[src/rtl/riscv_pkg.sv]
// RV32I encoding constants, instruction format classes and error codes, shared
// by the encoder and the decode stage.
package riscv_pkg;

  localparam logic [6:0] OP_R     = 7'b0110011;
  localparam logic [6:0] OP_I     = 7'b0010011;
  localparam logic [6:0] OP_LOAD  = 7'b0000011;
  localparam logic [6:0] OP_S     = 7'b0100011;
  localparam logic [6:0] OP_B     = 7'b1100011;
  localparam logic [6:0] OP_LUI   = 7'b0110111;
  localparam logic [6:0] OP_AUIPC = 7'b0010111;
  localparam logic [6:0] OP_JAL   = 7'b1101111;
  localparam logic [6:0] OP_JALR  = 7'b1100111;

  typedef enum logic [2:0] {
    FMT_R, FMT_I, FMT_SH, FMT_S, FMT_B, FMT_U, FMT_J, FMT_BAD
  } instr_fmt_e;

  typedef enum logic [2:0] {
    ERR_NONE      = 3'd0,
    ERR_OPCODE    = 3'd1,
    ERR_IMM_RANGE = 3'd2,
    ERR_MISALIGN  = 3'd3,
    ERR_U_LOW     = 3'd4,
    ERR_SHAMT     = 3'd5,
    ERR_OVERFLOW  = 3'd6
  } err_code_e;

  function automatic instr_fmt_e fmt_of(input logic [6:0] opcode, input logic [2:0] funct3);
    instr_fmt_e f;
    case (opcode)
      OP_R:             f = FMT_R;
      OP_I:             f = (funct3 == 3'b001 || funct3 == 3'b101) ? FMT_SH : FMT_I;
      OP_LOAD, OP_JALR: f = FMT_I;
      OP_S:             f = FMT_S;
      OP_B:             f = FMT_B;
      OP_LUI, OP_AUIPC: f = FMT_U;
      OP_JAL:           f = FMT_J;
      default:          f = FMT_BAD;
    endcase
    return f;
  endfunction

  // True when v[31:lsb] is a pure sign extension (all zeros or all ones).
  function automatic logic fits_signed(input logic [31:0] v, input int lsb);
    logic [31:0] s;
    s = 32'($signed(v) >>> lsb);
    return (s == '0) || (s == '1);
  endfunction

endpackage

[src/rtl/instr_pack.sv]
// Combinational RV32I field packer with immediate legality checks; usable
// standalone as a reference assembler.
module instr_pack
  import riscv_pkg::*;
(
  input  logic [6:0]  opcode,
  input  logic [2:0]  funct3,
  input  logic [6:0]  funct7,
  input  logic [4:0]  rd,
  input  logic [4:0]  rs1,
  input  logic [4:0]  rs2,
  input  logic [31:0] imm,
  input  instr_fmt_e  fmt,
  output logic [31:0] word,
  output err_code_e   err
);

  always_comb begin
    word = '0;
    err  = ERR_NONE;
    case (fmt)
      FMT_R: word = {funct7, rs2, rs1, funct3, rd, opcode};
      FMT_I: begin
        word = {imm[11:0], rs1, funct3, rd, opcode};
        if (!fits_signed(imm, 11)) err = ERR_IMM_RANGE;
      end
      FMT_SH: begin
        word = {funct7, imm[4:0], rs1, funct3, rd, opcode};
        if (imm[31:5] != '0) err = ERR_SHAMT;
      end
      FMT_S: begin
        word = {imm[11:5], rs2, rs1, funct3, imm[4:0], opcode};
        if (!fits_signed(imm, 11)) err = ERR_IMM_RANGE;
      end
      FMT_B: begin
        word = {imm[12], imm[10:5], rs2, rs1, funct3, imm[4:1], imm[11], opcode};
        if (!fits_signed(imm, 12)) err = ERR_IMM_RANGE;
        else if (imm[0])           err = ERR_MISALIGN;
      end
      FMT_U: begin
        word = {imm[31:12], rd, opcode};
        if (imm[11:0] != '0) err = ERR_U_LOW;
      end
      FMT_J: begin
        word = {imm[20], imm[10:1], imm[11], imm[19:12], rd, opcode};
        if (!fits_signed(imm, 20)) err = ERR_IMM_RANGE;
        else if (imm[0])           err = ERR_MISALIGN;
      end
      default: err = ERR_OPCODE;
    endcase
  end

endmodule

[src/rtl/instruction_encode.sv]
// Streaming RV32I encoder: accepts decoded field bundles and writes packed
// words sequentially into instruction memory from a programmable base.
module instruction_encode
  import riscv_pkg::*;
#(
  parameter int ADDR_W = 16,
  parameter int DEPTH  = 1024,
  parameter int CNT_W  = 16
) (
  input  logic              clk,
  input  logic              rst_n,
  input  logic              start,
  input  logic [ADDR_W-1:0] base_addr,
  input  logic              stop,
  input  logic              in_valid,
  output logic              in_ready,
  input  logic [6:0]        opcode,
  input  logic [2:0]        funct3,
  input  logic [6:0]        funct7,
  input  logic [4:0]        rd,
  input  logic [4:0]        rs1,
  input  logic [4:0]        rs2,
  input  logic [31:0]       imm,
  output logic              mem_we,
  input  logic              mem_ready,
  output logic [ADDR_W-1:0] mem_addr,
  output logic [31:0]       mem_wdata,
  output logic [CNT_W-1:0]  count,
  output logic              busy,
  output logic              err,
  output logic [2:0]        err_code
);

  // Handshakes: a bundle transfers on in_valid && in_ready; a memory write
  // transfers on mem_we && mem_ready, with mem_we/addr/wdata held until then.
  typedef enum logic [1:0] {IDLE, RUN, DRAIN} state_e;

  state_e            state;
  logic [ADDR_W-1:0] wr_addr;
  instr_fmt_e        fmt;
  logic [31:0]       pack_word;
  err_code_e         pack_err;
  logic              at_limit;
  logic              accept;
  logic              overflow;

  assign fmt = fmt_of(opcode, funct3);

  instr_pack u_pack (
    .opcode (opcode),
    .funct3 (funct3),
    .funct7 (funct7),
    .rd     (rd),
    .rs1    (rs1),
    .rs2    (rs2),
    .imm    (imm),
    .fmt    (fmt),
    .word   (pack_word),
    .err    (pack_err)
  );

  // The pending word counts against DEPTH so we never accept one too many.
  assign at_limit = (count + CNT_W'(mem_we)) == CNT_W'(DEPTH);
  assign in_ready = (state == RUN) && (!mem_we || mem_ready) && !at_limit;
  assign accept   = in_valid && in_ready;
  assign overflow = (state == RUN) && in_valid && (count == CNT_W'(DEPTH));

  always_ff @(posedge clk) begin
    if (!rst_n) begin
      state     <= IDLE;
      wr_addr   <= '0;
      mem_we    <= 1'b0;
      mem_addr  <= '0;
      mem_wdata <= '0;
      count     <= '0;
      busy      <= 1'b0;
      err       <= 1'b0;
      err_code  <= '0;
    end else begin
      if (mem_we && mem_ready) begin
        mem_we <= 1'b0;
        count  <= count + CNT_W'(1);
      end
      // Acceptance may refill the register in the same cycle it drains.
      if (accept && pack_err == ERR_NONE) begin
        mem_we    <= 1'b1;
        mem_addr  <= wr_addr;
        mem_wdata <= pack_word;
        wr_addr   <= wr_addr + ADDR_W'(4);
      end
      case (state)
        IDLE: begin
          if (start) begin
            state    <= RUN;
            busy     <= 1'b1;
            wr_addr  <= base_addr & ~ADDR_W'(3);
            count    <= '0;
            err      <= 1'b0;
            err_code <= '0;
          end
        end
        RUN: begin
          if (accept && pack_err != ERR_NONE) begin
            state <= DRAIN;
            if (!err) begin
              err      <= 1'b1;
              err_code <= pack_err;
            end
          end else if (overflow) begin
            state <= DRAIN;
            if (!err) begin
              err      <= 1'b1;
              err_code <= ERR_OVERFLOW;
            end
          end else if (stop) begin
            state <= DRAIN;
          end
        end
        DRAIN: begin
          if (!mem_we) begin
            state <= IDLE;
            busy  <= 1'b0;
          end
        end
        default: begin
          state <= IDLE;
          busy  <= 1'b0;
        end
      endcase
    end
  end

endmodule

[config.mk]
export PLATFORM = sky130hd
export DESIGN_NAME = instruction_encode
export DESIGN_NICKNAME = d
export VERILOG_FILES = /design/src/rtl/riscv_pkg.sv /design/src/rtl/instr_pack.sv /design/src/rtl/instruction_encode.sv
export SDC_FILE = /design/constraint.sdc
export NUM_CORES = 1
export LEC_CHECK = 0
export ABC_AREA = 1
export CAP_MARGIN = 0
export CORE_UTILIZATION = 43
export DETAILED_ROUTE_END_ITERATION = 10
export PLACE_DENSITY = 0.78
export SYNTH_ARGS = -nofsm -noshare
export SYNTH_HDL_FRONTEND = slang
export SYNTH_HIERARCHICAL = 1
export SYNTH_SLANG_ARGS = --single-unit
[constraint.sdc]
create_clock -name clk -period 3.55 [get_ports clk]
set_input_delay 0.8875 -clock clk [delete_from_list [all_inputs] [get_ports clk]]
set_output_delay 0.8875 -clock clk [all_outputs]
set_load 0.01 [all_outputs]
==> metrics.txt <==
RSZ-0062 raised after global routing=no; All-Layer GR Usage=24.08%; vias per cell=5.048; CP Capture Point=wr_addr[9]; Hold Path Cell Cnt=2; H-tree depth=3; fraction of post-synthesis cell area in the top cell type by area=33.09%; Area Overhead vs Synth=49.34%; Tmin final=3165 ps; Gate Count Post-Synth=824; synthesized area=0.005082 mm²; met3 Track Usage GR=6.725%; crit share post-route=89.16%; most used routing layer=met2; Setup WS pre-CTS=-485.3 ps; 1st-iter DRT viols=310; crit path DAT=3460 ps; HP Class=flop to flop; post-route ant nets=0; Peak supply drop=0.3433 mV; Total Wirelength=15340 µm; Slew Limit Headroom=51.83%; area post-placement=0.007046 mm²; Rows=39; n_diodes=0; upper clock frequency limit=315.9 MHz; Ports=157; share of layout cells above drive strength 1=11.37%; TritonCTS clock tree=yes; antenna violations before repair=0; r2r endpoint=wr_addr[12]; reg2reg start=count[0]; grt ovf=0; WL per Instance=13.19 µm; DIE WIDTH=110.7 µm; die height=110.7 µm; Critical Path RT=3850 ps; Crit. End Element=flop; Slew @ Worst Pin=719.9 ps; sequential element share of the synthesized area=33.09%; IO Port Bufs=152; number of global-route vias before repair=5253; Final WS setup=384.8 ps; Initial Util=44.32%; synth top area cells=dfxtp_1 (33%), nand2_1 (18%), inv_1 (7.0%), nor2_1 (6.6%), a21oi_1 (6.5%); clock-pin slew on the worst setup and hold paths=60 ps; Hold Buf Count CTS=0; Power per Cell Area=324.3 mW/mm²; met1 usage=29.24%; Setup CP Type=input pin to flop; Setup crit start kind=input pin; clock skew=6.616 ps; fin nets=1107; clock sink total=84; CTS Buffer Depth=2; worst-path maximum fanout=5; total CTS buffers=9; Setup-failing EPs final=0; max cap viols=0; Yosys reg bits=84; setup slack, reg-to-reg=1090 ps; area leader, netlist=dfxtp_1; CP startpoint=opcode[1]; core footprint=0.01147 mm²; synthesis warning total=6; pin count of the biggest net entering global routing=42; Root Driver=clkbuf_16; DRT Pass-1 Iters=6; Max Slew Vio Count=0; fill count=1008; GR Layer Usage met2=41.95%; Hold Fails Final Rpt=0; # DRC=0; gpl congestion=0.9091; via count=5871; later-pin clock latency in the skew report=340 ps; first-pass GRT wire length=24360 µm; dpl hpwl=11480 µm; Synth Area per Inst=6.168 µm²; status=finished, final reports clean; die area=0.01226 mm²; Leak=3.182 nW; Yosys cell types=41; worst r2r path cells=18; Final Instance Area=0.007590 mm²
==> worst max-delay path, stage by stage <==
cell,delay [ps]
dlymetal6s2s_1,130
nand2_2,100
nor3_2,180
inv_2,80
o21ai_2,160
buf_4,130
buf_4,90
nor2_1,30
nand2_1,130
buf_4,170
nor2_4,40
nand3_1,90
nand3_1,150
nor3_4,250
nand4_4,180
buf_12,190
nor2_1,190
nand3_1,100
nand3_1,80
nand2_1,50
inv_1,40
==> cells in the final DEF, fill, tap and decap left out, types with 3 or more instances in the layout <==
master / n
nand2_1: 244
clkdlybuf4s50_1: 144
inv_1: 90
nor2_1: 87
dfxtp_1: 83
a21oi_1: 66
nand3_1: 49
buf_4: 46
o21ai_0: 40
o21ai_1: 19
nor3_1: 14
inv_2: 13
nand4_1: 13
clkbuf_16: 11
xor2_1: 9
dlymetal6s2s_1: 8
o211ai_1: 8
nor2_4: 6
nand2_2: 5
ha_1: 5
o22ai_1: 5
nor3_2: 4
nor2_2: 4
o21bai_1: 4
nand3b_1: 3
nor3_4: 3
clkbuf_8: 3
buf_6: 3
==> where the power goes <==
part / internal [mW] / switching (mW)
registers: 0.971 / 0.0190
logic: 0.198 / 0.211
clock network: 0.672 / 0.389
total: 1.84 / 0.620
==> synth_stat cells (all sizes together) <==
master,count
a211oi,1
a21oi,67
a31oi,2
buf,16
clkbuf,9
clkinv,2
conb,1
dfxtp,84
ha,5
inv,104
nand2,250
nand3,51
nand3b,3
nand4,15
nor2,97
nor3,21
nor4,3
o211ai,8
o21a,2
o21ai,61
o21bai,4
o221ai,1
o22ai,6
or2,1
xnor2,1
xor2,9
==> cells by family (layout without fill, tap and decap cells) <==
group                      Yosys count  in the layout  synth area share [%]
xor gates and xnor gates            10             10                 1.723
and+or+nand+nor                    441            441                 37.44
DFF                                 84             84                 33.09
AOI/OAI and AO/OA                  152            152                 16.13
buffers and inverters              131            326                 10.31
adders and majority gates            5              5                 1.231
other                                1              2               0.07378
==> stage by stage <==
| step | utilization [%] | setup TNS (ps) | cells | hold WS [ps] | power, mW |
|---|---|---|---|---|---|
| final | 66.19 | 0 | 1163 | 463.3 | 2.461 |
| after detailed placement | 61.44 | -24010 | 1143 | 456.3 | 1.404 |
| after floorplan | - | 0 | 825 | 444.8 | 1.196 |
| after global placement | 61.44 | -21710 | 1143 | 453.1 | 1.401 |
| after global routing | 66.19 | 0 | 1163 | 480.2 | 2.561 |
| after CTS | 64.60 | 0 | 1158 | 465.8 | 2.466 |
==> registers in the layout, indices dropped and copies added, names as in the netlist <==
| name | cells |
|---|---|
| count | 16 |
| mem_wdata | 32 |
| state | 2 |
| err | 1 |
| busy | 1 |
| mem_addr | 14 |
| err_code | 3 |
| mem_we | 1 |
| wr_addr | 14 |
==> final cells by class <==
cell class	count	area [µm²]	share of cell area [%]
clock inverters	3	68.82	0.9067
flip-flops and latches	84	1683	22.17
inverters	106	400.4	5.275
clock buffers	12	266.5	3.511
well taps	143	178.9	2.357
repair buffers	205	2011	26.49
multi-input cells	610	2982	39.28
==> repair_timing <==
item,in CTS,in global routing
setup buffers,0,3
cloned,0,2
resized for setup,6,35
setup endpoints to repair,44,68
pin swaps,0,15
==> routing by layer <==
metal	vias up	wire length, µm
li1	3035	-
met1	2627	6626
met2	194	7504
met3	15	1023
met4	0	185
met5	-	0
==> how the worst min path moves through the flow <==
stage,startpoint,endpoint
2_1_floorplan,wr_addr[15],mem_addr[15]
3_3_place_gp,mem_wdata[12],mem_wdata[12]
3_5_place_dp,mem_wdata[1],mem_wdata[1]
4_1_cts,mem_wdata[12],mem_wdata[12]
5_1_grt,mem_wdata[19],mem_wdata[19]
6_report,mem_wdata[1],mem_wdata[1]
No activity file was read; power rests on OpenSTA's default activity.
